### src/rtl/instr_prefetch_buffer.sv
// Instruction-fetch front end: owns the PC, reads a 1-cycle-latency instruction memory,
// queues returned instructions in a small FIFO and redirects the PC on jump instructions.
module instr_prefetch_buffer #(
    parameter int         DEPTH       = 4,
    parameter logic [7:0] RESET_PC    = 8'h00,
    parameter logic [1:0] JUMP_OPCODE = 2'b11
) (
    input  logic                     clk,
    input  logic                     reset,
    output logic                     imem_rd_en,
    output logic [7:0]               imem_addr,
    input  logic [7:0]               imem_rdata,
    output logic [7:0]               out_instr,
    output logic                     out_valid,
    input  logic                     out_ready,
    output logic [$clog2(DEPTH):0]   fifo_count
);

    localparam int PTR_W = $clog2(DEPTH);
    localparam int CNT_W = PTR_W + 1;

    logic [7:0]       pc;
    logic             inflight;
    logic [7:0]       inflight_addr;
    logic             squash;

    logic [7:0]       fifo_mem [DEPTH];
    logic [PTR_W-1:0] rd_ptr;
    logic [PTR_W-1:0] wr_ptr;

    logic             push_now;
    logic             pop_now;
    logic             is_jump;
    logic [CNT_W:0]   demand;
    logic [7:0]       ret_next;
    logic [7:0]       jump_target;

    // A returning read is counted twice in the room check, which keeps one slot of slack
    // so the FIFO can never overflow even while a read is outstanding.
    always_comb begin
        push_now    = inflight && !squash;
        pop_now     = out_valid && out_ready;
        is_jump     = push_now && (imem_rdata[7:6] == JUMP_OPCODE);
        ret_next    = inflight_addr + 8'd1;
        jump_target = {ret_next[7:6], imem_rdata[5:0]};
        demand      = (CNT_W+1)'(fifo_count) + (CNT_W+1)'(inflight) + (CNT_W+1)'(push_now);
        imem_rd_en  = !reset && (demand < (CNT_W+1)'(DEPTH));
    end

    assign imem_addr = pc;
    assign out_valid = (fifo_count != '0);
    assign out_instr = fifo_mem[rd_ptr];

    // A jump redirects the PC; the read issued alongside it fetched the wrong address,
    // so it is flagged and its data dropped when it returns.
    always_ff @(posedge clk) begin
        if (reset) begin
            pc            <= RESET_PC;
            inflight      <= 1'b0;
            inflight_addr <= '0;
            squash        <= 1'b0;
        end else begin
            inflight <= imem_rd_en;
            if (imem_rd_en) begin
                inflight_addr <= pc;
            end
            if (is_jump) begin
                pc <= jump_target;
            end else if (imem_rd_en) begin
                pc <= pc + 8'd1;
            end
            if (is_jump && imem_rd_en) begin
                squash <= 1'b1;
            end else if (inflight && squash) begin
                squash <= 1'b0;
            end
        end
    end

    always_ff @(posedge clk) begin
        if (reset) begin
            rd_ptr     <= '0;
            wr_ptr     <= '0;
            fifo_count <= '0;
        end else begin
            if (push_now) begin
                wr_ptr <= wr_ptr + PTR_W'(1);
            end
            if (pop_now) begin
                rd_ptr <= rd_ptr + PTR_W'(1);
            end
            case ({push_now, pop_now})
                2'b10:   fifo_count <= fifo_count + CNT_W'(1);
                2'b01:   fifo_count <= fifo_count - CNT_W'(1);
                default: fifo_count <= fifo_count;
            endcase
        end
    end

    always_ff @(posedge clk) begin
        if (!reset && push_now) begin
            fifo_mem[wr_ptr] <= imem_rdata;
        end
    end

endmodule

### config.mk
export PLATFORM = sky130hd
export DESIGN_NAME = instr_prefetch_buffer
export DESIGN_NICKNAME = d
export VERILOG_FILES = /design/src/rtl/instr_prefetch_buffer.sv
export SDC_FILE = /design/constraint.sdc
export NUM_CORES = 1
export LEC_CHECK = 0
export CORE_MARGIN = 4
export CORE_UTILIZATION = 54
export CTS_CLUSTER_DIAMETER = 150
export DETAILED_ROUTE_END_ITERATION = 10
export MAX_ROUTING_LAYER = met4
export PLACE_DENSITY = 0.78
export SLEW_MARGIN = 15
export SYNTH_ARGS = -nofsm -noshare
export SYNTH_HDL_FRONTEND = slang
export SYNTH_SLANG_ARGS = --single-unit
### constraint.sdc
create_clock -name clk -period 5.5 [get_ports clk]
set_input_delay 1.1 -clock clk [delete_from_list [all_inputs] [get_ports clk]]
set_output_delay 1.1 -clock clk [all_outputs]
set_load 0.02 [all_outputs]
# ---- Word-level counts from Yosys, hierarchy flattened
# Memories as Yosys holds them, arrays and structs flattened. A register that Yosys moved wholly into a read port is not among the register bits.
# Index checks and enable logic that the tools add are counted.
dict set report word_totals {
  ff_bits 25
  ramBits 32
  in_bits 11
  output_inout_bits 21
  n_memories 1
}
# name depth word_bits read_ports rd_clocked_by_memory_dff write_ports line_no
set memory_table {}
lappend memory_table {fifo_mem 4 8 1 1 1 27} ;# logic [7:0] fifo_mem [DEPTH];
dict set report classes {
  n_addsub 8
  n_lt_le_gt_ge 1
  n_eq_ne 3
  muxes 9
  n_reduce_logical 13
}
# cell count
set ops {}
lappend ops {{$add 8x1->8 const B} 2}
lappend ops {{$mux 8} 2}
lappend ops {{$logic_and 1x1->1} 7}
lappend ops {{$pmux 3 s2} 1}
lappend ops {{$reduce_bool 2->1} 3}
lappend ops {{$add 2x1->2 const B} 2}
lappend ops {{$add 3x1->4} 1}
lappend ops {{$add 4x1->4} 1}
lappend ops {{$eq 2x2->1 const B} 2}
lappend ops {{$lt 4x3->1 const B} 1}
lappend ops {{$mux 1} 4}
lappend ops {{$mux 2} 2}
lappend ops {{$add 3x1->3 const B} 1}
lappend ops {{$reduce_bool 3->1} 1}
lappend ops {{$sub 3x1->3 const B} 1}
lappend ops {{$eq 2x1->1 const B} 1}
lappend ops {{$logic_not 1->1} 2}

# ---- Depth between registers and ports, before layout
dict set report depth {
  ltp_word 7
  mapped_depth 8
  mapped_depth_nobuf 7
}

# ---- Worst setup path before layout
# OpenSTA, ideal clock, no wires.
dict set report synth_path {
  kind {in2out}
  from {input port reset}
  to {output port imem_rd_en}
  arrival_time_ns 1.624
  required_time_ns 4.400
  setup_slack_ns 2.776
  stages 4
  path_buffers 1
  path_cell_list {nor2_4 -> o21ai_4 -> inv_1 -> buf_2}
}
dict set report synth_between {
  elab_chain_cells 2
}
# item line_no
set synth_rtl {}
lappend synth_rtl {{start: declaration} 9} ;# input logic reset,
lappend synth_rtl {{$logic_not 1->1} 47} ;# imem_rd_en = !reset && (demand < (CNT_W+1)'(DEPTH));
lappend synth_rtl {{$logic_and 1x1->1} 47}
lappend synth_rtl {{end: declaration} 10} ;# output logic imem_rd_en,
# Every way passes these cells.

# ---- Final worst setup path
# Same ends and word-level chain as after synthesis.

==> run_results.csv <==
group,metric,value,unit
status,status,"finished, final reports clean",
finish,stdcell_count,287,
timing,fmax,235,MHz
synth,synth_area,2450,µm²
power_and_ir_drop,clock_power_share,29.7,%
grt,grt_util_all_layers,18.1,%
detailed_routing,ant_nets,0,
worst_setup_path,r2r_slack,3.50,ns
cts,cts_tree,"done",
grt,grt_use_met1,22.4,%
timing,skew,0.00725,ns
timing,setup_ws,1.25,ns
placement,place_area,2790,µm²
floorplanning,boundaryPins,32,
worst_setup_path,worstSetupEndpointType,"primary output",
timing,hold_violations,0,
grt,grtUsageMet2,27.6,%
power_and_ir_drop,p_switching,422,µW
grt,antenna_found_initial,0,
detailed_routing,drc,0,
grt,grt_max_degree,20,
timing,timing.hold.ws,0.459,ns
synth,yosysMostFrequentCell,"edfxtp_1",
synth,synth_edf_count,32,
synth,synthesis.nets,215,
power_and_ir_drop,power,1.39,mW
synth,synth_commonest_cells,"32 x edfxtp_1, 27 x dfxtp_1, 25 x nand2_1, 11 x nor2_1, 10 x nand3_1",
grt,grt_pass1_vias,1509,
floorplanning,die_w,75.4,µm
detailed_routing,via_per_inst,5.47,
finish,final_area,2990,µm²
cts,htree_levels,3,
finish,drive_gt1_share,11.9,%
floorplanning,rows,24,
detailed_routing,wl_per_cell,15.6,µm
timing,finalMaxSlewViolations,0,
hold_path,whs_path_depth,2,
cts,postCtsHoldBufs,0,
cts,clockBufferDepth,2,
cts,postCtsResizedCells,0,
worst_setup_path,cp_data_required_time,4.40,ns
hold_path,hp-class,"reg -> reg",
floorplanning,chipHeight,75.4,µm
power_and_ir_drop,seq_power_share,42.8,%
synth,yosysWarnings,0,
synth,yosysUniqueCellTypes,37,
worst_setup_path,path_class,"in -> out",
power_and_ir_drop,intPower,972,µW
cts,insertion_delay,0.33,ns
worst_setup_path,rr_worst_depth,7,
grt,grt-ovfl-total,0,
cts,clock-root-buffer,"clkbuf_8",
power_and_ir_drop,max-vdd-ir-drop,253,µV
power_and_ir_drop,combPwrFrac,27.4,%
synth,synthTopCellsByArea,"edfxtp_1 39%, dfxtp_1 22%, mux4_2 7.3%",
grt,grt.busiest_layer,"met2",
synth,syn_inst,197,
synth,synth_flop_cell,"edfxtp_1",
timing,setup_viol,0,
finish,num_antenna_cells,0,
detailed_routing,vias,1571,
timing,setup_tns,0,ns
cts,clock_sinks,59,
power_and_ir_drop,power_density,466,nW/µm²
worst_setup_path,crit_fanout,19,
floorplanning,coreArea,4380,µm²
floorplanning,dieArea,5680,µm²
synth,ys_ff_latch,59,
cts,numCtsBuffers,9,
timing,fin_crit,4.25,ns
placement,port_buffers,31,
hold_path,holdCritStartpoint,"inflight_addr[1]",
placement,place.gp.congestion,0.795,
power_and_ir_drop,netSwitchingFraction,30.3,%
placement,dp_cells,271,
worst_setup_path,critPathLaunchType,"input port",
job,cap_violations,0,
synth,ys_async_sr_fraction,0,%
hold_path,min_to,"inflight_addr[1]",
worst_setup_path,cp.arrival,3.15,ns
timing,period_share,77.3,%
detailed_routing,drtPass1Iterations,4,
detailed_routing,drtIter0Drc,165,
synth,syn_avg_cell_area,12.4,µm²
synth,seq_area_frac_synth,61.2,%
placement,dp_hpwl,2960,µm
finish,syn2layout_area_growth,22.1,%
timing,slew_headroom,62.1,%
synth,synth_top_area_share,39.2,%
cts,post_cts_buffers,0,
finish,final_nets,248,
worst_setup_path,r2r-start,"fifo_count[0]",
placement,place_ws,1.26,ns
grt,grt_pass1_wl,7130,µm
synth,synth_area_leader_cell,"edfxtp_1",
power_and_ir_drop,p_leak,1.06,nW
worst_setup_path,regToRegEndpoint,"fifo_count[2]",
grt,grt_util_met3,4.75,%
floorplanning,start_util,55.9,%
detailed_routing,wl,4490,µm
timing,worstMarginPinSlew,0.567,ns
timing,rsz0062_at_grt,"no",
finish,final_util,68.3,%
cts,path_clk_slew,0.06,ns
==> kinds of logic after synthesis <==
kind of cell | share of synthesized area (%)
DFF | 61.2
and+or+nand+nor | 13.3
buffers and inverters | 2.91
AOI/OAI and AO/OA | 8.06
muxes | 7.76
adders and majority gates | 3.88
xor gates and xnor gates | 2.86
==> worst max-delay path: stages <==
cell and delay [ns]:
clkdlybuf4s50_1 0.65, nor2_4 0.23, o21ai_4 0.17, inv_1 0.32
clkdlybuf4s50_1 0.68
==> worst max path at each step <==
stage	from	end	slack (ns)
CTS	reset	imem_rd_en	1.25
floorplan	reset	imem_rd_en	2.78
global placement	reset	imem_rd_en	1.25
detailed placement	reset	imem_rd_en	1.26
global route	reset	imem_rd_en	1.11
finish	reset	imem_rd_en	1.25
==> power by group through the flow <==
| stage | Clock, mW | Sequential (mW) | Combinational [mW] |
|---|---|---|---|
| 5_1_grt | 0.442 | 0.609 | 0.417 |
| 3_3_place_gp | 0 | 0.605 | 0.378 |
| 2_1_floorplan | 0 | 0.594 | 0.254 |
| 3_5_place_dp | 0 | 0.609 | 0.384 |
| 6_report | 0.415 | 0.597 | 0.382 |
| 4_1_cts | 0.422 | 0.600 | 0.386 |
==> final cells by class <==
cell class | instances | area [µm²]
clock inverter | 6 | 80.1
fill | 316 | 1390
multi-input combinational | 121 | 880
timing repair buffer | 31 | 310
tap | 52 | 65.1
clock buffer | 10 | 128
inverter | 8 | 30.0
sequential | 59 | 1500
==> placed cells by master (no fill, tap or decap), types with 2 or more instances in the layout <==
cell / netlist / layout
o21ai_1: 2 / 2
mux4_2: 8 / 8
o211ai_1: 2 / 2
a21oi_1: 7 / 7
ha_1: 6 / 6
clkbuf_8: 0 / 9
o21a_1: 2 / 2
xnor2_1: 3 / 3
bufinv_16: 0 / 2
nand2_1: 25 / 25
dfxtp_1: 27 / 27
nand3_1: 10 / 10
edfxtp_1: 32 / 32
a31oi_1: 5 / 5
xor2_1: 5 / 5
or4_1: 2 / 2
clkdlybuf4s50_1: 0 / 31
and2_1: 4 / 4
nor3_1: 2 / 2
inv_1: 8 / 8
or3_1: 3 / 3
clkinv_2: 0 / 4
o21ai_0: 7 / 7
nor2_1: 11 / 11
o31ai_1: 4 / 4
==> state kept, by name, indices dropped and copies added, names as in the netlist, named ones only <==
name           count
inflight_addr      8
wr_ptr             2
inflight           1
squash             1
fifo_count         3
fifo_mem          32
rd_ptr             2
imem_addr          8
==> routing by layer <==
metal  share of wire, %  up-vias
li1                   -      775
met1                 47      742
met2                 48       48
met3                4.5        6
met4                1.1        0
met5                  0        -
Note: power is estimated with default switching activity, not from simulation.
